[config.mk]
export PLATFORM = sky130hd
export DESIGN_NAME = pic_sync_ctrl
export DESIGN_NICKNAME = d
export VERILOG_FILES = /design/src/rtl/pic_sync_pkg.sv /design/src/rtl/pic_prio_resolver.sv /design/src/rtl/pic_sync_ctrl.sv
export SDC_FILE = /design/constraint.sdc
export NUM_CORES = 1
export LEC_CHECK = 0
export CORE_ASPECT_RATIO = 0.5
export CORE_MARGIN = 3
export CORE_UTILIZATION = 45
export DETAILED_ROUTE_END_ITERATION = 10
export MAX_ROUTING_LAYER = met4
export PLACE_DENSITY_LB_ADDON = 0.3
export SYNTH_ARGS = -nofsm -noshare
export SYNTH_HDL_FRONTEND = slang
export SYNTH_SLANG_ARGS = --single-unit
[constraint.sdc]
create_clock -name clk -period 3.8 [get_ports clk]
set_input_delay 0.76 -clock clk [delete_from_list [all_inputs] [get_ports clk]]
set_output_delay 0.76 -clock clk [all_outputs]
set_load 0.005 [all_outputs]
[src/rtl/pic_sync_pkg.sv]
// Shared constants and types for the synchronous programmable interrupt controller.
package pic_sync_pkg;

    localparam int unsigned ADDR_W = 3;

    localparam logic [ADDR_W-1:0] ADDR_IMR   = 3'd0;
    localparam logic [ADDR_W-1:0] ADDR_TRIG  = 3'd1;
    localparam logic [ADDR_W-1:0] ADDR_CTRL  = 3'd2;
    localparam logic [ADDR_W-1:0] ADDR_VBASE = 3'd3;
    localparam logic [ADDR_W-1:0] ADDR_EOI   = 3'd4;
    localparam logic [ADDR_W-1:0] ADDR_IRR   = 3'd4;
    localparam logic [ADDR_W-1:0] ADDR_ISR   = 3'd5;

    localparam int unsigned CTRL_W    = 2;
    localparam int unsigned CTRL_ROT  = 0;
    localparam int unsigned CTRL_AEOI = 1;

    // Control register payload; rot sits in bit 0, aeoi in bit 1
    typedef struct packed {
        logic aeoi;
        logic rot;
    } ctrl_t;

    // The specific-EOI flag is always the MSB of the register bus
    function automatic int unsigned eoi_specific_bit(input int unsigned data_w);
        return data_w - 1;
    endfunction

endpackage

[src/rtl/pic_prio_resolver.sv]
// Rotating priority encoder: finds the first set request starting at ptr, wrapping modulo N.
module pic_prio_resolver #(
    parameter int unsigned N  = 8,
    parameter int unsigned IW = 3
) (
    input  logic [N-1:0]  req,
    input  logic [IW-1:0] ptr,
    output logic          found_c,
    output logic [IW-1:0] idx_c
);

    logic [IW:0] pos;

    // Walk from lowest to highest priority so the highest-priority hit is written last
    always_comb begin
        found_c = 1'b0;
        idx_c   = '0;
        pos     = '0;
        for (int k = N - 1; k >= 0; k--) begin
            pos = {1'b0, ptr} + (IW+1)'(k);
            if (pos >= (IW+1)'(N)) begin
                pos = pos - (IW+1)'(N);
            end
            if (req[pos[IW-1:0]]) begin
                found_c = 1'b1;
                idx_c   = pos[IW-1:0];
            end
        end
    end

endmodule

[src/rtl/pic_sync_ctrl.sv]
// Synchronous N-line programmable interrupt controller with fixed/rotating nested
// priority, per-line edge/level triggering, auto-EOI and a readable IRR/ISR.
module pic_sync_ctrl
    import pic_sync_pkg::*;
#(
    parameter int unsigned N_IRQ  = 8,
    parameter int unsigned DATA_W = 8,
    parameter int unsigned VEC_W  = 8
) (
    input  logic              clk,
    input  logic              rst,
    input  logic [N_IRQ-1:0]  irq,
    input  logic              cs,
    input  logic              wr,
    input  logic              rd,
    input  logic [2:0]        addr,
    input  logic [DATA_W-1:0] wdata,
    output logic [DATA_W-1:0] rdata,
    output logic              int_o,
    input  logic              inta,
    output logic [VEC_W-1:0]  vec,
    output logic              vec_valid
);

    localparam int unsigned IDX_W        = $clog2(N_IRQ);
    localparam int unsigned EOI_SPEC_BIT = eoi_specific_bit(DATA_W);

    logic [N_IRQ-1:0] imr_q;
    logic [N_IRQ-1:0] trig_q;
    logic [N_IRQ-1:0] irr_q;
    logic [N_IRQ-1:0] isr_q;
    logic [N_IRQ-1:0] prev_irq_q;
    ctrl_t            ctrl_q;
    logic [VEC_W-1:0] vbase_q;
    logic [IDX_W-1:0] ptr_q;

    logic             wr_en;
    logic             rd_en;
    logic [IDX_W-1:0] ptr_eff;
    logic             cand_found;
    logic [IDX_W-1:0] cand_idx;
    logic             isr_found;
    logic [IDX_W-1:0] isr_idx;

    logic             eoi_hit;
    logic [IDX_W-1:0] eoi_idx;
    logic [N_IRQ-1:0] eoi_clr;
    logic             ack_hit;
    logic [N_IRQ-1:0] ack_clr;

    logic [N_IRQ-1:0]  irr_n;
    logic [N_IRQ-1:0]  isr_n;
    logic [IDX_W-1:0]  ptr_n;
    logic              int_n;
    logic [VEC_W-1:0]  vec_n;
    logic [DATA_W-1:0] rdata_n;

    // Distance of line i below the top-priority position p
    function automatic logic [IDX_W-1:0] rank_of(input logic [IDX_W-1:0] i,
                                                 input logic [IDX_W-1:0] p);
        logic [IDX_W:0] r;
        r = {1'b0, i} + (IDX_W+1)'(N_IRQ) - {1'b0, p};
        if (r >= (IDX_W+1)'(N_IRQ)) begin
            r = r - (IDX_W+1)'(N_IRQ);
        end
        return r[IDX_W-1:0];
    endfunction

    function automatic logic [IDX_W-1:0] inc_wrap(input logic [IDX_W-1:0] i);
        return (i == IDX_W'(N_IRQ - 1)) ? '0 : i + IDX_W'(1);
    endfunction

    assign wr_en   = cs & wr;
    assign rd_en   = cs & rd;
    assign ptr_eff = ctrl_q.rot ? ptr_q : '0;

    pic_prio_resolver #(.N(N_IRQ), .IW(IDX_W)) u_cand_res (
        .req     (irr_q & ~imr_q),
        .ptr     (ptr_eff),
        .found_c (cand_found),
        .idx_c   (cand_idx)
    );

    pic_prio_resolver #(.N(N_IRQ), .IW(IDX_W)) u_isr_res (
        .req     (isr_q),
        .ptr     (ptr_eff),
        .found_c (isr_found),
        .idx_c   (isr_idx)
    );

    // EOI target: explicit line for a specific EOI, otherwise the top in-service line
    always_comb begin
        eoi_hit = 1'b0;
        eoi_idx = '0;
        if (wr_en && (addr == ADDR_EOI)) begin
            if (wdata[EOI_SPEC_BIT]) begin
                if ((32'(wdata[IDX_W-1:0]) < N_IRQ) && isr_q[wdata[IDX_W-1:0]]) begin
                    eoi_hit = 1'b1;
                    eoi_idx = wdata[IDX_W-1:0];
                end
            end else if (isr_found) begin
                eoi_hit = 1'b1;
                eoi_idx = isr_idx;
            end
        end
    end

    assign eoi_clr = eoi_hit ? (N_IRQ'(1) << eoi_idx) : '0;
    assign ack_hit = inta & cand_found;
    assign ack_clr = ack_hit ? (N_IRQ'(1) << cand_idx) : '0;

    // Next request/service state; a fresh edge outranks the ack clear on the same line
    always_comb begin
        irr_n = (trig_q & irq) |
                (~trig_q & ((irq & ~prev_irq_q) | (irr_q & ~ack_clr)));
        isr_n = isr_q & ~eoi_clr;
        if (ack_hit && !ctrl_q.aeoi) begin
            isr_n = isr_n | ack_clr;
        end

        ptr_n = ptr_q;
        if (!ctrl_q.rot) begin
            ptr_n = '0;
        end else if (ack_hit && ctrl_q.aeoi) begin
            ptr_n = inc_wrap(cand_idx);
        end else if (eoi_hit) begin
            ptr_n = inc_wrap(eoi_idx);
        end

        int_n = cand_found &&
                (!isr_found || (rank_of(cand_idx, ptr_eff) < rank_of(isr_idx, ptr_eff)));

        vec_n = vbase_q + (ack_hit ? VEC_W'(cand_idx) : VEC_W'(N_IRQ - 1));
    end

    always_comb begin
        rdata_n = '0;
        case (addr)
            ADDR_IMR:   rdata_n = DATA_W'(imr_q);
            ADDR_TRIG:  rdata_n = DATA_W'(trig_q);
            ADDR_CTRL:  rdata_n = DATA_W'(ctrl_q);
            ADDR_VBASE: rdata_n = DATA_W'(vbase_q);
            ADDR_IRR:   rdata_n = DATA_W'(irr_q);
            ADDR_ISR:   rdata_n = DATA_W'(isr_q);
            default:    rdata_n = '0;
        endcase
    end

    always_ff @(posedge clk) begin
        if (rst) begin
            imr_q      <= '1;
            trig_q     <= '0;
            ctrl_q     <= '0;
            vbase_q    <= '0;
            irr_q      <= '0;
            isr_q      <= '0;
            ptr_q      <= '0;
            prev_irq_q <= '0;
            rdata      <= '0;
            int_o      <= 1'b0;
            vec        <= '0;
            vec_valid  <= 1'b0;
        end else begin
            prev_irq_q <= irq;
            irr_q      <= irr_n;
            isr_q      <= isr_n;
            ptr_q      <= ptr_n;
            int_o      <= int_n;
            vec_valid  <= inta;
            if (inta) begin
                vec <= vec_n;
            end
            if (rd_en) begin
                rdata <= rdata_n;
            end
            if (wr_en) begin
                case (addr)
                    ADDR_IMR:   imr_q   <= wdata[N_IRQ-1:0];
                    ADDR_TRIG:  trig_q  <= wdata[N_IRQ-1:0];
                    ADDR_CTRL: begin
                        ctrl_q.rot  <= wdata[CTRL_ROT];
                        ctrl_q.aeoi <= wdata[CTRL_AEOI];
                    end
                    ADDR_VBASE: vbase_q <= wdata[VEC_W-1:0];
                    default: ;
                endcase
            end
        end
    end

endmodule
### After elaboration in Yosys (flattened, before gate mapping)

Cells that the tools add are included.
W data, S select, Z words.

| storage, ports and cells | value |
|---|---|
| RAM bits | 0 |
| bits in registers | 71 |
| bits of input ports | 25 |
| bits in latches | 0 |
| memories | 0 |
| ROM bits | 0 |

| cells by class | value |
|---|---|
| equality and inequality tests | 7 |
| add/sub/neg operators | 24 |
| reductions and logical operators | 14 |
| shift operators | 2 |
| div/mod/pow operators | 0 |
| bitwise logic cells | 18 |
| $lt $le $gt $ge | 20 |
| multipliers | 0 |
| multiplexer cells | 94 |

Operator list:

| kind | number |
|---|---|
| $mux W3 | 36 |
| $bmux W1 S3 | 17 |
| $and A8 B8 Y8 | 6 |
| $pmux W8 S6 | 1 |
| $not A8 Y8 | 5 |
| $mux W1 | 37 |
| $ge A4 B4 Y1 const B | 9 |
| $lt A3 B4 Y1 const B | 9 |
| $sub A3 B1 Y3 const B | 10 |
| $mux W8 | 3 |
| $or A8 B8 Y8 | 3 |
| $add A3 B3 Y4 const B | 4 |
| $shl A1 B3 Y8 const A | 2 |
| $eq A3 B3 Y1 const B | 4 |
| $add A3 B2 Y4 const B | 2 |
| $add A3 B4 Y4 const B | 2 |
| $add A8 B3 Y8 | 1 |
| $reduce_and A2 Y1 | 4 |
| $sub A4 B3 Y4 | 2 |
| $add A3 B1 Y3 const B | 2 |
| $eq A3 B2 Y1 const B | 2 |
| $add A3 B1 Y4 const B | 1 |
| $ge A3 B4 Y1 const B | 1 |
| $logic_and A1 B1 Y1 | 4 |
| other kinds (9) | 12 |

### Longest topological paths before layout

Gate-level depths: netlist of run 1.

| logic depth | value |
|---|---|
| depth after elaboration | 23 |
| depth in mapped cells | 21 |

### By module

Synthesis of run 1 repeated with hierarchy kept, for this count alone.

| second synthesis, totals | value |
|---|---|
| cell total of the unflattened synthesis | 615 |
| area, all modules | 5449.0 um^2 |

By module, submodules not included:

| module | area each (um^2) | instances | sequential area each (um^2) | cells each |
|---|---|---|---|---|
| pic_sync_ctrl | 3885.0 | 1 | 1421.4 | 435 |
| pic_prio_resolver | 782.0 | 2 | 0.0 | 90 |

### Worst setup path after synthesis of run 1

No wires, ideal clock.

| timing | value |
|---|---|
| kind | reg2reg |
| start point | register ptr_q[1] |
| end point | register vec[7] |
| path slack | -0.130 ns |
| library setup time | 0.140 ns |
| period minus slack after synthesis | 3.930 ns |
| stages on the path, launching flop included | 21 |
| required time | 3.660 ns |
| data arrival time | 3.790 ns |
| path through | dfxtp_1 buf_2 and2_0 buf_2 inv_1 buf_2 ha_1 xnor2_1 mux2i_1 a311oi_1 a2111oi_0 o31ai_2 inv_2 nand2_1 ha_1 a21o_1 a21oi_1 nor2_1 nand3_1 xor2_1 a211oi_1 |

| between the ends | value |
|---|---|
| longest elaborated chain between the ends | 17 |

RTL lines:

| what | line | text |
|---|---|---|
| from (decl) | pic_sync_ctrl.sv:35 | `logic [IDX_W-1:0] ptr_q;` |
| from (signal assigned) | pic_sync_ctrl.sv:167 | `ptr_q <= ptr_n;` |
| $mux W3 * | pic_sync_ctrl.sv:75 | `assign ptr_eff = ctrl_q.rot ? ptr_q : '0;` |
| $add A3 B3 Y4 | pic_prio_resolver.sv:20 | `pos = {1'b0, ptr} + (IW+1)'(k);` |
| $ge A4 B4 Y1 / $sub A3 B1 Y3 (equally long branches) | pic_prio_resolver.sv:21, pic_prio_resolver.sv:22 |  |
| $mux W3 | pic_prio_resolver.sv:21 | `if (pos >= (IW+1)'(N)) begin` |
| $bmux W1 S3 | pic_prio_resolver.sv:24 | `if (req[pos[IW-1:0]]) begin` |
| $mux W1 (implied by the code) | pic_prio_resolver.sv:24 |  |
| $mux W1 (8 in a row) | pic_prio_resolver.sv:24 |  |
| $and A1 B1 Y1 | pic_sync_ctrl.sv:109 | `assign ack_hit = inta & cand_found;` |
| $mux W3 * | pic_sync_ctrl.sv:133 | `vec_n = vbase_q + (ack_hit ? VEC_W'(cand_idx) : VEC_W'(N_IRQ - 1));` |
| $add A8 B3 Y8 * | pic_sync_ctrl.sv:133 |  |
| to (signal assigned) | pic_sync_ctrl.sv:171 | `vec <= vec_n;` |
| to (decl) | pic_sync_ctrl.sv:21 | `output logic [VEC_W-1:0] vec,` |

Mark *: on every way between the ends. The rest lies on a longest branch, timed or not. The select of a mux whose other input is x is not followed.
A chain may end at the register's enable or synchronous reset.

### Final worst setup path of run 1

| timing | value |
|---|---|
| start point | register ptr_q[0] |
| end point | register vec[7] |

Same word-level chain as after synthesis.

==> out/metrics.yaml, run 1 <==
power:
  irDropWorstVdd_mv: 0.334
  cellLeakagePower_uw: 0.00313
  fin_total_pwr_uw: 2080
  p_per_area_nw_per_um2: 270
timing:
  rsz0062_at_grt: "yes"
  fin_ws_ns: 0.0754
  min_period_ns: 3.72
  tightest_slew_ns: 0.718
  fin_tns_setup_ns: 0
  fmax_mhz: 268
  min_period_over_period_pct: 98.0
  hold_violations: 0
  maxSlewViolCount: 0
  fin_worst_skew_ns: 0.0115
  setup_violations: 0
  relSlewSlack_pct: 51.7
logic_synthesis:
  synthesis.nets: 720
  ys_async_sr_fraction_pct: 0
  syn_area_um2: 5860
  synth_edf_count: 0
  ys_warn_count: 0
  avgSynthCellArea_um2: 8.69
  yosys_register_bits: 71
  seq_area_frac_synth_pct: 24.2
  synth.distinct_cells: 78
  syn_inst: 675
  synth_flop_cell: "dfxtp_1"
clocking:
  clkSinkCount: 71
  clkTransAtPathRegs_ns: 0.06
  clk_path_buf_depth: 2
  hold_buffers: 0
  worstSkewPairLatency_ns: 0.34
  cts_tree: "built"
  htreeDepth: 3
  cts_buffers: 9
  cts_root_buf: "clkbuf_16"
setup_path:
  start_kind: "flip-flop"
  crit_chain: "nand2_8, buf_12, mux2_4, mux4_2, o311ai_1, a311oi_2, a2111oi_2, o31ai_2, buf_4, inv_2, nand2_1, ha_1, a21o_1, a21oi_2, nor2_2, nand3_1, xor2_1, a211oi_1"
  crit_path_end_kind: "flip-flop"
  required_ns: 4.05
  cp.arrival_ns: 3.97
  critPathMaxFanout: 7
  max_stage_delay_ns: 0.49
  cpMaxStageDelayCell: "mux4_2"
  critPathKind: "reg -> reg"
job:
  cap_violations: 0
finish:
  design_area_um2: 7700
  drive_gt1_share_pct: 28.8
  finalNetCount: 825
  multiInputGateArea_um2: 4380
  syn2layout_area_growth_pct: 31.3
  antenna_cells: 0
  seqCellArea_um2: 1430
  fill_cells: 1007
drt:
  vias_per_cell: 6.22
  num_vias: 5911
  drc_errors: 0
  drt_iter0_markers: 826
  wl_per_cell_um: 20.6
  drt_pass1_iterations: 7
  final_antenna_net_count: 0
  drt_wl_total_mm: 19.6
place:
  pre_cts_ws_ns: -0.0558
  gp_congestion: 0.945
  place_hpwl_mm: 14.3
  placed_area_um2: 6920
  io_buffers: 42
run_status:
  status: "completed"
global_routing:
  gr-usage-all-layers_pct: 27.2
  grt_pass1_vias: 5456
  grt_pass1_wl_mm: 30.3
  grt_max_degree: 50
  overflow: 0
  antenna_found_initial: 0
worst_hold_path:
  hp-class: "reg -> reg"
floorplan:
  die_x_um: 167
  start_util_pct: 47.8
  die_area_um2: 14500
  ios: 43
  die_y_um: 86.7
  placementRows: 28
  core_area_um2: 12300
==> per-layer routing <==
metal  wire [um]  GRT usage, %
met1        8670          37.9
met2        8600          41.3
met3        1950          4.10
met4         376          7.94
met5           0             -
==> cells by family (layout without fill, tap and decap cells) <==
| group | after synthesis | after routing | share of synthesized area [%] |
|---|---|---|---|
| and+or+nand+nor | 243 | 243 | 20.0 |
| AOI/OAI and AO/OA | 156 | 156 | 20.2 |
| muxes | 94 | 94 | 22.9 |
| buffers and inverters | 78 | 188 | 6.08 |
| DFF | 71 | 71 | 24.2 |
| adders and majority gates | 20 | 20 | 4.65 |
| xor gates and xnor gates | 13 | 13 | 1.94 |
==> worst max-delay path, delay by kind of cell, from the launching register on <==
family	cells	cell delay, ns
mux	2	0.80
buf+inv	3	0.37
flops	1	0.39
fa+ha+maj	1	0.29
compound gates	7	1.19
xor+xnor	1	0.16
simple gates	4	0.42
==> final timing paths <==
path | start | slack (ns) | end | cells after the start
hold reg to reg | irr_q[4] | 0.47 | irr_q[4] | 2
setup / recovery | ptr_q[0] | 0.08 | vec[7] | 18
hold / removal | irr_q[4] | 0.47 | irr_q[4] | 2
setup reg to reg | ptr_q[0] | 0.08 | vec[7] | 18
==> cells in the final DEF (no fill, tap or decap), types with 7 or more instances in the layout <==
cell,n
xor2_1,7
clkdlybuf4s50_1,41
nand2b_1,15
mux2_2,7
a21oi_1,19
and2_1,7
nor2b_1,17
ha_1,13
inv_1,23
dfxtp_1,67
o21ai_0,20
mux2i_1,46
mux4_2,31
a211oi_1,11
o211ai_1,7
clkbuf_16,10
buf_4,93
nor2_1,73
nor3_1,12
nand3_1,23
nand2_1,60
==> synthesized netlist by cell type (4+ instances only) <==
master	n	area (um^2)
a211oi_1	11	82.6
a21bo_2	4	40.0
a21oi_1	22	110
a311oi_1	8	70.1
a31oi_1	6	37.5
a32o_1	6	60.1
a32oi_1	4	35.0
and2_1	7	43.8
and3_1	5	31.3
buf_2	15	75.1
buf_4	4	30.0
buf_6	4	45.0
clkbuf_1	23	86.3
dfxtp_1	71	1420
ha_1	17	213
inv_1	28	105
mux2_2	9	101
mux2i_1	53	531
mux4_2	31	698
nand2_1	62	233
nand2b_1	19	119
nand3_1	23	115
nand4_1	4	25.0
nor2_1	76	285
nor2b_1	19	119
nor3_1	13	65.1
o211ai_1	7	52.6
o21ai_0	22	110
o221ai_1	6	52.6
o22ai_1	5	31.3
o311ai_1	4	35.0
o31ai_1	5	37.5
xnor2_1	6	52.6
xor2_1	7	61.3
==> per-stage QoR <==
stage	hold WS, ns	std cells	util (%)
3_3_place_gp	0.460	920	56.5
3_5_place_dp	0.465	920	56.5
6_report	0.470	950	62.8
5_1_grt	0.514	950	62.8
4_1_cts	0.473	936	59.4
2_1_floorplan	0.444	675	-
==> registers in the layout, indices dropped and copies added, names as in the netlist <==
signal	cells
imr_q	8
irr_q	8
isr_q	8
prev_irq_q	8
rdata	8
trig_q	8
vbase_q	8
vec	8
ptr_q	3
ctrl_q	2
int_o	1
vec_valid	1
==> layout make-up <==
| class | instances | area share, % |
|---|---|---|
| clock buffers | 9 | 2.93 |
| clock inverters | 7 | 1.58 |
| inverters | 30 | 1.50 |
| multi-input cells | 526 | 56.8 |
| flip-flops and latches | 71 | 18.6 |
| well taps | 165 | 2.68 |
| repair buffers | 142 | 15.9 |
==> repair_timing <==
item,in CTS,in global routing
pin swaps,0,27
buffers inserted,0,13
gates resized for setup,5,66
setup endpoints to repair,4,12
gates cloned,0,1
==> report_power, final <==
group          leakage [uW]  internal, uW  switching [uW]  total (uW)
Sequential         0.000584           774            24.9         799
Clock              0.000170           643             341         984
Combinational       0.00237           145             151         297
Total               0.00313          1560             517        2080
Note: power is estimated with default switching activity, not from simulation.
==> run 2: changes to the inputs <==
Settings changed: CORE_MARGIN 3 to 2.
==> out/metrics.yaml, run 2 (synthesis results as in run 1) <==
floorplan:
  placementRows: 29  # +3.6%
  die_y_um: 84.7  # -2.3%
  die_area_um2: 14000  # -3.5%
  core_area_um2: 12700  # +3.6%
  start_util_pct: 46.2  # -1.6 points
  ios: 43  # unchanged
  die_x_um: 165  # -1.2%
place:
  gp_congestion: 0.993  # +5.1%
  io_buffers: 42  # unchanged
  place_hpwl_mm: 15.0  # +4.7%
  placed_area_um2: 6820  # -1.5%
setup_path:
  r2r_slack_ns: 0.04  # -0.03 ns
  cpMaxStageDelayCell: "mux4_2"
  critPathKind: "reg -> reg"
  rr_worst_depth: 16  # -2
  max_stage_delay_ns: 0.49  # about the same
  start_kind: "flip-flop"
  worstReg2RegStart: "ctrl_q[0]"
  cpLargestDelayFamily: "compound AO/OA/AOI/OAI gates"
  crit_path_end_kind: "flip-flop"
  crit_chain: "nand2_4, buf_12, buf_6, mux2i_4, buf_4, mux4_2, nand3b_1, o31a_1, nand2_4, ha_4, inv_2, fa_2, nor2b_4, o2111ai_2, xor2_1, a211oi_1"
  r2r_end: "vec[6]"
  cp_num_buf_inv: 4  # +1
  critPathMaxFanout: 7  # unchanged
  required_ns: 4.05  # about the same
  crit_path_frequent_cell: "nand2_4"
  cp.arrival_ns: 4.01  # +0.04 ns
power:
  p_per_area_nw_per_um2: 260  # -3.7%
  cellLeakagePower_uw: 0.00307  # -1.8%
  irDropWorstVdd_mv: 0.311  # -7.0%
global_routing:
  grt_pass1_wl_mm: 30.4  # +0.46%
  gr-usage-all-layers_pct: 29.3  # +2.2 points
  grt_pass1_vias: 5343  # -2.1%
  antenna_found_initial: 0  # unchanged
  overflow: 0  # unchanged
  grt_max_degree: 38  # -24%
timing:
  min_period_ns: 3.76  # +0.0319 ns
  relSlewSlack_pct: 58.5  # +6.8 points
  tightest_slew_ns: 0.617  # -0.100 ns
  rsz0062_at_grt: "yes"
  min_period_over_period_pct: 98.9  # +0.84 points
  hold_violations: 0  # unchanged
  fin_worst_skew_ns: 0.00758  # -0.00389 ns
  maxSlewViolCount: 0  # unchanged
  fin_tns_setup_ns: 0  # unchanged
  setup_violations: 0  # unchanged
  fmax_mhz: 266  # -0.85%
clocking:
  cts_root_buf: "clkbuf_16"
  worstSkewPairLatency_ns: 0.33  # about the same
  htreeDepth: 3  # unchanged
  cts_tree: "built"
  hold_buffers: 0  # unchanged
  clkSinkCount: 71  # unchanged
  clk_path_buf_depth: 2  # unchanged
  cts_buffers: 9  # unchanged
  clkTransAtPathRegs_ns: 0.06  # about the same
drt:
  final_antenna_net_count: 0  # unchanged
  wl_per_cell_um: 20.9  # +1.4%
  drt_pass1_iterations: 5  # -2
  drt_wl_total_mm: 19.8  # +1.1%
  vias_per_cell: 6.23  # +0.16%
  drt_iter0_markers: 617  # -25%
  drc_errors: 0  # unchanged
  num_vias: 5902  # -0.15%
finish:
  antenna_cells: 0  # unchanged
  mostFrequentLayoutCell: "buf_4"
  final_cell_mix: "buf_4 (86), nor2_1 (73), dfxtp_1 (68)"
  syn2layout_area_growth_pct: 29.2
  finalNetCount: 817  # -0.97%
  design_area_um2: 7570  # -1.6%
  drive_gt1_share_pct: 27.9  # -0.86 points
worst_hold_path:
  min_from: "vec[5]"
  min_path_cells: 2  # unchanged
  min_to: "vec[5]"
  hp-class: "reg -> reg"
run_status:
  status: "completed"
job:
  cap_violations: 0  # unchanged
[run 2: layout make-up]
| type | count | area, um^2 |
|---|---|---|
| sequential | 71 | 1430 |
| clock inverter | 7 | 77.6 |
| inverter | 30 | 118 |
| fill | 1093 | 5120 |
| multi-input combinational | 526 | 4370 |
| tap | 170 | 213 |
| timing repair buffer | 134 | 1140 |
| clock buffer | 9 | 225 |
[run 2: worst max-delay path by stage]
| stage | start | endpoint | slack, ns | depth (start not counted) |
|---|---|---|---|---|
| global route | ptr_q[1] | vec[7] | -0.10 | 18 |
| detailed placement | ctrl_q[0] | vec[6] | -0.16 | 18 |
| global placement | ctrl_q[0] | vec[6] | -0.07 | 19 |
| floorplan | ptr_q[1] | vec[7] | 0.007 | 21 |
| finish | ctrl_q[0] | vec[6] | 0.04 | 16 |
| CTS | ctrl_q[0] | vec[6] | 0.02 | 19 |
[run 2: layer usage]
layer	global-route usage (%)	up-vias	share of wire, %
met5	-	-	0
met4	6.19	0	1.2
met3	5.98	26	8.6
met2	42.9	263	43
met1	41.9	2909	47
li1	-	2704	-
[run 2: worst reg2reg max path, stage by stage (launching register included)]
cell,delay (ns)
dfxtp_4,0.38
nand2_4,0.08
buf_12,0.15
buf_6,0.14
mux2i_4,0.19
buf_4,0.15
mux4_2,0.49
nand3b_1,0.30
o31a_1,0.44
nand2_4,0.11
ha_4,0.14
inv_2,0.04
fa_2,0.41
nor2b_4,0.14
o2111ai_2,0.16
xor2_1,0.18
a211oi_1,0.19
[run 2: stage by stage]
stage | utilization (%) | std cells | worst slack (ns) | power [uW] | hold slack (ns)
final | 59.6 | 947 | 0.0435 | 1970 | 0.485
after global routing | 59.6 | 947 | -0.102 | 2040 | 0.509
after CTS | 56.7 | 931 | 0.0225 | 1950 | 0.480
after detailed placement | 53.7 | 914 | -0.163 | 1090 | 0.464
after global placement | 53.7 | 914 | -0.0712 | 1080 | 0.459
after floorplan | - | 675 | 0.00736 | 968 | 0.444
[run 2: timing repair]
action                                  in CTS  in global routing
endpoints found under the hold margin        0                  0
resized for setup                           20                 61
endpoints found under the setup margin       5                 12
pin swaps                                    2                 21
buffers inserted                             1                 16
[run 2: report_power, final]
part	switching, uW	leakage (uW)	total [uW]	internal, uW
Sequential	21.8	0.000583	796	774
Combinational	152	0.00234	297	145
Clock	359	0.000147	876	517
Total	533	0.00307	1970	1440
==> run 3: changes to the inputs <==
Settings changed: CTS_CLUSTER_DIAMETER set to 120, GPL_TIMING_DRIVEN set to 0.
==> out/metrics.yaml, run 3 (synthesis results as in run 1) <==
run_status:
  status: "completed"
power:
  cellLeakagePower_uw: 0.00295  # -3.8%
  p_per_area_nw_per_um2: 254  # -2.3%
  irDropWorstVdd_mv: 0.259  # -17%
  fin_total_pwr_uw: 1930  # -2.1%
clocking:
  clk_path_buf_depth: 2  # unchanged
  cts_buffers: 9  # unchanged
  clkSinkCount: 71  # unchanged
  hold_buffers: 0  # unchanged
  cts_root_buf: "clkbuf_16"
  cts_tree: "built"
  clkTransAtPathRegs_ns: 0.06  # about the same
  htreeDepth: 3  # unchanged
  worstSkewPairLatency_ns: 0.33  # about the same
floorplan:
  ios: 43  # unchanged
  die_x_um: 165  # unchanged
  start_util_pct: 46.2  # unchanged
  die_y_um: 84.7  # unchanged
  core_area_um2: 12700  # unchanged
  die_area_um2: 14000  # unchanged
  placementRows: 29  # unchanged
timing:
  fin_worst_skew_ns: 0.00695  # -0.000630 ns
  relSlewSlack_pct: 10.7  # -48 points
  fin_ws_ns: 0.0120  # -0.0315 ns
  tightest_slew_ns: 1.33  # +0.711 ns
  min_period_over_period_pct: 99.7  # +0.83 points
  maxSlewViolCount: 0  # unchanged
  rsz0062_at_grt: "yes"
  fmax_mhz: 264  # -0.83%
  min_period_ns: 3.79  # +0.0315 ns
  setup_violations: 0  # unchanged
  hold_violations: 0  # unchanged
drt:
  drc_errors: 0  # unchanged
  vias_per_cell: 6.32  # +1.5%
  drt_iter0_markers: 701  # +14%
  drt_pass1_iterations: 6  # +1
  drt_wl_total_mm: 20.6  # +4.1%
  num_vias: 5894  # -0.14%
  wl_per_cell_um: 22.1  # +5.7%
  final_antenna_net_count: 0  # unchanged
setup_path:
  cp_num_buf_inv: 1  # -3
  critPathMaxFanout: 7  # unchanged
  cpLargestDelayFamily: "multiplexers"
  worstReg2RegStart: "imr_q[0]"
  r2r_slack_ns: 0.01  # -0.03 ns
  r2r_end: "int_o"
  cpMaxStageDelayCell: "mux4_2"
  rr_worst_depth: 15  # -1
  max_stage_delay_ns: 0.51  # +0.02 ns
  cp.arrival_ns: 3.98  # -0.03 ns
  required_ns: 3.99  # -0.06 ns
  start_kind: "flip-flop"
  critPathKind: "reg -> reg"
  crit_path_end_kind: "flip-flop"
  crit_chain: "nand2b_1, mux2_4, mux4_2, a21boi_2, o21bai_1, a311o_1, a31o_2, inv_2, ha_4, fa_2, xor2_1, ha_1, o211ai_1, a21oi_1, nor3_1"
global_routing:
  grt_max_degree: 13  # -66%
  antenna_found_initial: 0  # unchanged
  grt_pass1_vias: 5532  # +3.5%
  grt_pass1_wl_mm: 30.9  # +1.7%
  overflow: 0  # unchanged
  gr-usage-all-layers_pct: 29.9  # +0.63 points
place:
  place_hpwl_mm: 14.8  # -1.7%
  gp_congestion: 0.983  # -1.0%
  pre_cts_ws_ns: -0.999  # -0.836 ns
  place_inst: 882  # -3.5%
  io_buffers: 37  # -12%
  placed_area_um2: 6460  # -5.3%
finish:
  drive_gt1_share_pct: 25.6  # -2.3 points
  mostFrequentLayoutCell: "nor2_1"
  design_area_um2: 7590  # +0.18%
  finalNetCount: 802  # -1.8%
  final_cell_mix: "nor2_1 (72), dfxtp_1 (68), nand2_1 (59)"
  instances_no_fill: 932  # -1.6%
  antenna_cells: 0  # unchanged
  syn2layout_area_growth_pct: 29.4
  fill_cells: 1086  # -0.64%
worst_hold_path:
  min_from: "irr_q[5]"
  min_path_cells: 2  # unchanged
  min_to: "irr_q[5]"
  hp-class: "reg -> reg"
job:
  cap_violations: 0  # unchanged
-- run 3: changes by cell type in the layout (fill, tap and decap cells not counted), sizes merged --
cell | before | now
buf | 93 | 57
clkbuf | 9 | 36
clkdlybuf4s50 | 41 | 37
clkinv | 1 | 2
clkinvlp | 1 | 2
inv | 34 | 30
-- run 3: metal layers --
| metal | part of all wire, % | global-route usage [%] | vias up |
|---|---|---|---|
| met5 | 0 | - | - |
| met2 | 44 | 45.5 | 341 |
| met4 | 3.1 | 11.0 | 0 |
| met3 | 10 | 4.59 | 48 |
| li1 | - | - | 2668 |
| met1 | 43 | 40.5 | 2837 |
-- run 3: power breakdown --
group,total (uW),switching (uW),internal (uW)
Clock,839,331,509
Combinational,288,153,135
Sequential,800,25.2,775
Total,1930,509,1420
-- run 3: worst max path at each step --
stage               startpoint     end  slack (ns)  cells after the start
floorplan             ptr_q[1]  vec[7]       0.007                     21
global placement      ptr_q[1]   int_o       -0.94                     18
detailed placement    ptr_q[1]   int_o        -1.0                     18
CTS                   ptr_q[1]  vec[7]       0.005                     21
global route          imr_q[0]  vec[4]       -0.11                     16
finish                imr_q[0]   int_o        0.01                     15
-- run 3: stage by stage --
stage               util, %  setup TNS (ns)  hold slack, ns
floorplan                 -               0           0.444
global placement       50.9          -12.02           0.461
detailed placement     50.9          -13.15           0.469
CTS                    56.0               0           0.479
global route           59.8          -0.379           0.512
finish                 59.8               0           0.487
-- run 3: final cells by class --
cell class,count,area [um^2],share of cell area [%]
clock buffer,11,233,3.07
multi-input combinational,526,4540,59.8
sequential,71,1430,18.8
inverter,30,120,1.58
timing repair buffer,72,656,8.64
buffer,47,347,4.57
tap,170,213,2.80
clock inverter,5,58.8,0.775
-- run 3: worst min-delay path, cell delays in order, from the launching register on --
cell	delay [ns]
dfxtp_1	0.32
o311ai_1	0.07
nand2_1	0.05
-- run 3: repair_timing --
| action | 4_1_cts | 5_1_grt |
|---|---|---|
| setup buffers | 16 | 21 |
| setup endpoints to repair | 27 | 13 |
| resized for setup | 63 | 74 |
| pin swaps | 11 | 19 |
==> edit 1 (settings of run 2) <==
The parameter `N_IRQ` goes from 8 to 4.
--- a/src/rtl/pic_sync_ctrl.sv
+++ b/src/rtl/pic_sync_ctrl.sv
@@ -3,7 +3,7 @@
 module pic_sync_ctrl
     import pic_sync_pkg::*;
 #(
-    parameter int unsigned N_IRQ  = 8,
+    parameter int unsigned N_IRQ  = 4,
     parameter int unsigned DATA_W = 8,
     parameter int unsigned VEC_W  = 8
 ) (
Ports: changed (resized irq); port bits go from 43 to 39. The function was not compared with the original's and may differ.
==> edit 1 against run 2 <==
Power decreased by 42%; sequential cell count shrank 21; area after synthesis shrank 51%; sequential power decreased by 30%; highest routed layer unchanged; combinational power is 58% lower; wire length shrank 63%; critical path type unchanged; worst setup slack improved by 0.43 ns; utilization down 2.6 points; cell area fell by 54%; worst hold slack improved by 0.0046 ns; sequential share of layout area grew 9.9 points.
==> edit 1: results (changes against run 2) <==
sta:
  relSlewSlack: 0.629  # was 0.585
  skew_ns: 0.00388  # was 0.00758 ns
  holdWs_ns: 0.489  # was 0.485 ns
grt:
  grt_max_degree: 25  # was 38
  grt_pass1_wl_um: 12100  # was 30400 um
  grt.met2_usage: 0.374  # was 0.429
  grt_pass1_vias: 2558  # was 5343
  grtUsageMet3: 0.0529  # was 0.0598
  globalRouteTotalUtil: 0.231  # was 0.293
  grt-ovfl-total: 0  # unchanged
  met1_usage: 0.292  # was 0.419
power_and_ir_drop:
  peakVddDrop_uv: 211  # was 311 uV
  leakage_nw: 1.29  # was 3.07 nW
  switching_share: 0.238  # was 0.271
min_path:
  min_from: "vec[6]"  # was vec[5]
  hold_path_end: "vec[6]"  # was vec[5]
clocking:
  numCtsBuffers: 5  # was 9
  cts_resized: 0  # was 20
  post-cts-setup-buffer-count: 0  # was 1
  htree_levels: 2  # was 3
  clock_latency_ns: 0.29  # was 0.33 ns
placed_design:
  gp_congestion: 0.987  # was 0.993
  io_buffers: 38  # was 42
  dp_cells: 460  # was 914
  dpl.hpwl_um: 5420  # was 15000 um
  place_area_um2: 3330  # was 6820 um2
  dp_slack_ns: 0.501  # was -0.163 ns
setup_path:
  cpPeakStageDelay_ns: 0.67  # was 0.49 ns
  r2r_end: "vec[7]"  # was vec[6]
  r2r_slack_ns: 0.47  # was 0.04 ns
  cp_max_fo: 13  # was 7
  reg2reg_depth: 14  # was 16
  critPathSlowestCell: "dfxtp_1"  # was mux4_2
routing:
  drtIter0Drc: 193  # was 617
  dr_wl_met2_um: 3380  # was 8610 um
  via_per_inst: 5.63  # was 6.23
  met3_length_um: 564  # was 1710 um
  wl_met1_um: 3240  # was 9260 um
  wl_um: 7290  # was 19800 um
finish:
  fin_nets: 411  # was 817
  layout-drive-gt1-share: 0.0816  # was 0.279
  fillCellCount: 574  # was 1093
logic_synthesis:
  syn_area_per_cell_um2: 8.30  # was 8.69 um2
  synth_common_cells: "51 x nor2_1, 50 x dfxtp_1, 29 x nand2_1"  # was 76 x nor2_1, 71 x dfxtp_1, 62 x nand2_1
  ys_seq_area_frac: 0.349  # was 0.242
  syn-num-nets: 377  # was 720
  ys_types: 54  # was 78
  ys_top_cells_by_area: "dfxtp_1 35%, mux2i_1 8.4%, nor2_1 6.7%, ha_1 4.4%, nand2_1 3.8%"  # was dfxtp_1 24%, mux4_2 12%, mux2i_1 9.0%, nor2_1 4.9%, nand2_1 4.0%
outcome:
  status: "completed"  # unchanged
[edit 1: worst max-delay path by stage]
stage | end | slack, ns | cells past startpoint
3_3_place_gp | ptr_q[1] | 0.61 | 11
3_5_place_dp | ptr_q[1] | 0.50 | 11
2_1_floorplan | ptr_q[1] | 1.14 | 10
6_report | vec[7] | 0.47 | 14
4_1_cts | vec[7] | 0.59 | 14
5_1_grt | vec[7] | 0.30 | 14
[edit 1: power groups by stage]
| stage | sequential [mW] | combinational [mW] | clock [mW] |
|---|---|---|---|
| 2_1_floorplan | 0.564 | 0.0640 | 0 |
| 3_3_place_gp | 0.567 | 0.121 | 0 |
| 3_5_place_dp | 0.568 | 0.123 | 0 |
| 4_1_cts | 0.556 | 0.124 | 0.472 |
| 5_1_grt | 0.558 | 0.137 | 0.491 |
| 6_report | 0.556 | 0.125 | 0.465 |
[edit 1: critical path: cells and delay by family, from the launching register on]
kind,cells,cell delay (ns)
AO/OA/AOI/OAI,5,0.91
XOR/XNOR,1,0.16
adder cells (fa/ha/maj),1,0.21
buffers and inverters,2,0.38
flip-flops,1,0.67
AND/OR/NAND/NOR,5,0.92
[edit 1: cell families after synthesis]
| group | share of synthesized area |
|---|---|
| XOR/XNOR | 0.0301 |
| multiplexers | 0.119 |
| AO/OA/AOI/OAI | 0.181 |
| adder cells (fa/ha/maj) | 0.0507 |
| AND/OR/NAND/NOR | 0.217 |
| flip-flops | 0.349 |
| buffers and inverters | 0.0520 |
[edit 1: layout make-up]
class / instances / area share
clock inverter: 2 / 0.00503
multi-input combinational: 260 / 0.492
tap: 88 / 0.0316
sequential: 50 / 0.287
timing repair buffer: 46 / 0.126
inverter: 16 / 0.0172
clock buffer: 6 / 0.0399
==> edit 2 (flow settings as in run 2) <==
Made on the original files. Add an input register stage for `wdata`; this delays it by one clock. The other inputs are not delayed to match.
--- a/src/rtl/pic_sync_ctrl.sv
+++ b/src/rtl/pic_sync_ctrl.sv
@@ -24,6 +24,12 @@
 
     localparam int unsigned IDX_W        = $clog2(N_IRQ);
     localparam int unsigned EOI_SPEC_BIT = eoi_specific_bit(DATA_W);
+
+    logic [DATA_W-1:0] wdata_q;
+
+    always_ff @(posedge clk) begin
+        wdata_q <= wdata;
+    end
 
     logic [N_IRQ-1:0] imr_q;
     logic [N_IRQ-1:0] trig_q;
@@ -93,10 +99,10 @@
         eoi_hit = 1'b0;
         eoi_idx = '0;
         if (wr_en && (addr == ADDR_EOI)) begin
-            if (wdata[EOI_SPEC_BIT]) begin
-                if ((32'(wdata[IDX_W-1:0]) < N_IRQ) && isr_q[wdata[IDX_W-1:0]]) begin
+            if (wdata_q[EOI_SPEC_BIT]) begin
+                if ((32'(wdata_q[IDX_W-1:0]) < N_IRQ) && isr_q[wdata_q[IDX_W-1:0]]) begin
                     eoi_hit = 1'b1;
-                    eoi_idx = wdata[IDX_W-1:0];
+                    eoi_idx = wdata_q[IDX_W-1:0];
                 end
             end else if (isr_found) begin
                 eoi_hit = 1'b1;
@@ -175,13 +181,13 @@
             end
             if (wr_en) begin
                 case (addr)
-                    ADDR_IMR:   imr_q   <= wdata[N_IRQ-1:0];
-                    ADDR_TRIG:  trig_q  <= wdata[N_IRQ-1:0];
+                    ADDR_IMR:   imr_q   <= wdata_q[N_IRQ-1:0];
+                    ADDR_TRIG:  trig_q  <= wdata_q[N_IRQ-1:0];
                     ADDR_CTRL: begin
-                        ctrl_q.rot  <= wdata[CTRL_ROT];
-                        ctrl_q.aeoi <= wdata[CTRL_AEOI];
+                        ctrl_q.rot  <= wdata_q[CTRL_ROT];
+                        ctrl_q.aeoi <= wdata_q[CTRL_AEOI];
                     end
-                    ADDR_VBASE: vbase_q <= wdata[VEC_W-1:0];
+                    ADDR_VBASE: vbase_q <= wdata_q[VEC_W-1:0];
                     default: ;
                 endcase
             end
Function: changed (Yosys sat finds a counterexample within 4 cycles, from zero or initial values and one cycle with rst high).
==> edit 2 against run 2 <==
Sequential cell count grew 8; area after synthesis decreased by 2.9%; die area fell by 2.8%; wire length fell by 13%; non-clock buffer count fell by 21; cell area fell by 6.8%; power is 0.63% higher; worst setup slack gained 0.083 ns; count of clock-buffer cells in the layout up 1; largest cell class unchanged.
==> edit 2: results (changes against run 2) <==
logic_synthesis:
  synthCells: 645  # was 675
  async_reset_ff_frac: 0  # unchanged
  ys_seq_area_frac: 0.278  # was 0.242
  syn-num-nets: 690  # was 720
  synth_common_cells: "79 x dfxtp_1, 68 x nor2_1, 58 x nand2_1"  # was 76 x nor2_1, 71 x dfxtp_1, 62 x nand2_1
  ys_types: 83  # was 78
  yosys_warnings: 0  # unchanged
  ys_top_cells_by_area: "dfxtp_1 28%, mux4_2 9.5%, mux2i_1 8.4%, nor2_1 4.5%, nand2_1 3.8%"  # was dfxtp_1 24%, mux4_2 12%, mux2i_1 9.0%, nor2_1 4.9%, nand2_1 4.0%
sta:
  skew_ns: 0.00536  # was 0.00758 ns
  tightestPinTransition_ns: 0.634  # was 0.617 ns
routing:
  via_count: 5410  # was 5902
  drtIter0Drc: 465  # was 617
  dr.pass1.iters: 5  # unchanged
  wl_per_cell_um: 19.3  # was 20.9 um
clocking:
  numCtsBuffers: 9  # unchanged
  clk_path_buf_depth: 2  # unchanged
  htree_levels: 3  # unchanged
  clock_latency_ns: 0.34
  root_buffer: "clkbuf_16"  # unchanged
  clk_pin_slew_ns: 0.06  # about the same
setup_path:
  reg2reg_depth: 15  # was 16
  r2r_end: "int_o"  # was vec[6]
  arrival_ns: 3.93  # was 4.01 ns
  r2r_slack_ns: 0.13  # was 0.04 ns
  regToRegStartpoint: "ctrl_q[0]"  # unchanged
  cp_max_fo: 10  # was 7
min_path:
  hold_path.class: "reg2reg"  # unchanged
  hold_depth: 2  # unchanged
  hold_path_end: "vec[5]"  # unchanged
  min_from: "vec[5]"  # unchanged
placed_design:
  dp_cells: 874  # was 914
  io_buffers: 42  # unchanged
  dpl.hpwl_um: 13000  # was 15000 um
  gp_congestion: 0.944  # was 0.993
grt:
  globalRouteTotalUtil: 0.262  # was 0.293
  antenna_found_initial: 0  # unchanged
  grt_pass1_vias: 5096  # was 5343
  grt_pass1_wl_um: 27200  # was 30400 um
  grt-ovfl-total: 0  # unchanged
  grt_max_degree: 54  # was 38
finish:
  fin_nets: 768  # was 817
  n_antenna_cell: 0  # unchanged
  layout-drive-gt1-share: 0.234  # was 0.279
  finalNonFillerCells: 893  # was 947
outcome:
  status: "completed"  # unchanged
job:
  cap_violations: 0  # unchanged
power_and_ir_drop:
  peakVddDrop_uv: 318  # was 311 uV
  leakage_nw: 2.87  # was 3.07 nW
## edit 2: changes by cell type after synthesis, sizes merged, moves of 6 or more
cell,run 2,this run
o31ai,8,2
dfxtp,71,79
and2,8,17
nor2b,19,25
inv,30,19
nor2,76,69
mux4,31,24
nor3,14,1
## edit 2: worst max-delay path, stage by stage (launching register included)
cell	delay, ns
dfxtp_4	0.39
nand2_8	0.10
inv_8	0.11
mux2_2	0.39
mux4_2	0.57
a21boi_0	0.17
o21ai_0	0.10
a21oi_1	0.20
a21oi_2	0.13
ha_2	0.21
fa_1	0.53
inv_1	0.04
ha_1	0.27
a21oi_1	0.16
nor2_1	0.07
a211oi_1	0.15
## edit 2: how the worst max path moves through the flow
stage | end | cells after the start | from | slack (ns)
CTS | vec[6] | 15 | ctrl_q[0] | 0.004
detailed placement | int_o | 16 | ctrl_q[0] | -0.05
global placement | int_o | 16 | ptr_q[0] | -0.05
floorplan | vec[6] | 20 | ctrl_q[0] | 0.005
finish | int_o | 15 | ctrl_q[0] | 0.13
global route | vec[6] | 17 | ctrl_q[0] | -0.004
## edit 2: area by class of cell
class                      count  area, um2
clock inverter                 6       76.3
sequential                    79       1590
multi-input combinational    500       3910
fill                        1035       5030
tap                          165        206
clock buffer                  10        239
timing repair buffer         113        952
inverter                      20       85.1
## edit 2: through the flow
step,area [um2],setup WS (ns),hold slack (ns),TNS (ns),total power [mW]
floorplan,5710,0.00470,0.451,0,1.00
global placement,6610,-0.0529,0.468,-0.0529,1.09
detailed placement,6610,-0.0542,0.477,-0.0924,1.09
CTS,6940,0.00393,0.485,0,1.99
global route,7060,-0.00436,0.520,-0.00436,2.05
finish,7060,0.127,0.486,0,1.98
## edit 2: logic make-up after synthesis
| family | after synthesis | synth area share |
|---|---|---|
| AOI/OAI and AO/OA | 148 | 0.194 |
| xor gates and xnor gates | 10 | 0.0167 |
| DFF | 79 | 0.278 |
| buffers and inverters | 66 | 0.0518 |
| muxes | 83 | 0.204 |
| adders and majority gates | 20 | 0.0479 |
| and+or+nand+nor | 239 | 0.208 |
## edit 2: what timing repair did
action / CTS / global route
resized for setup: 4 / 31
setup endpoints to repair: 4 / 11
pin swaps: 0 / 5
setup buffers: 0 / 3
## edit 2: per-layer routing
metal | GRT usage | part of all wire
met2 | 0.404 | 0.45
met1 | 0.361 | 0.45
met5 | - | 0
met4 | 0.0628 | 0.012
met3 | 0.0417 | 0.084
## edit 2: power by group
group	internal (mW)	switching [mW]	leakage (nW)
combinational	0.103	0.0875	2.06
sequential	0.860	0.0272	0.651
clock	0.538	0.366	0.156
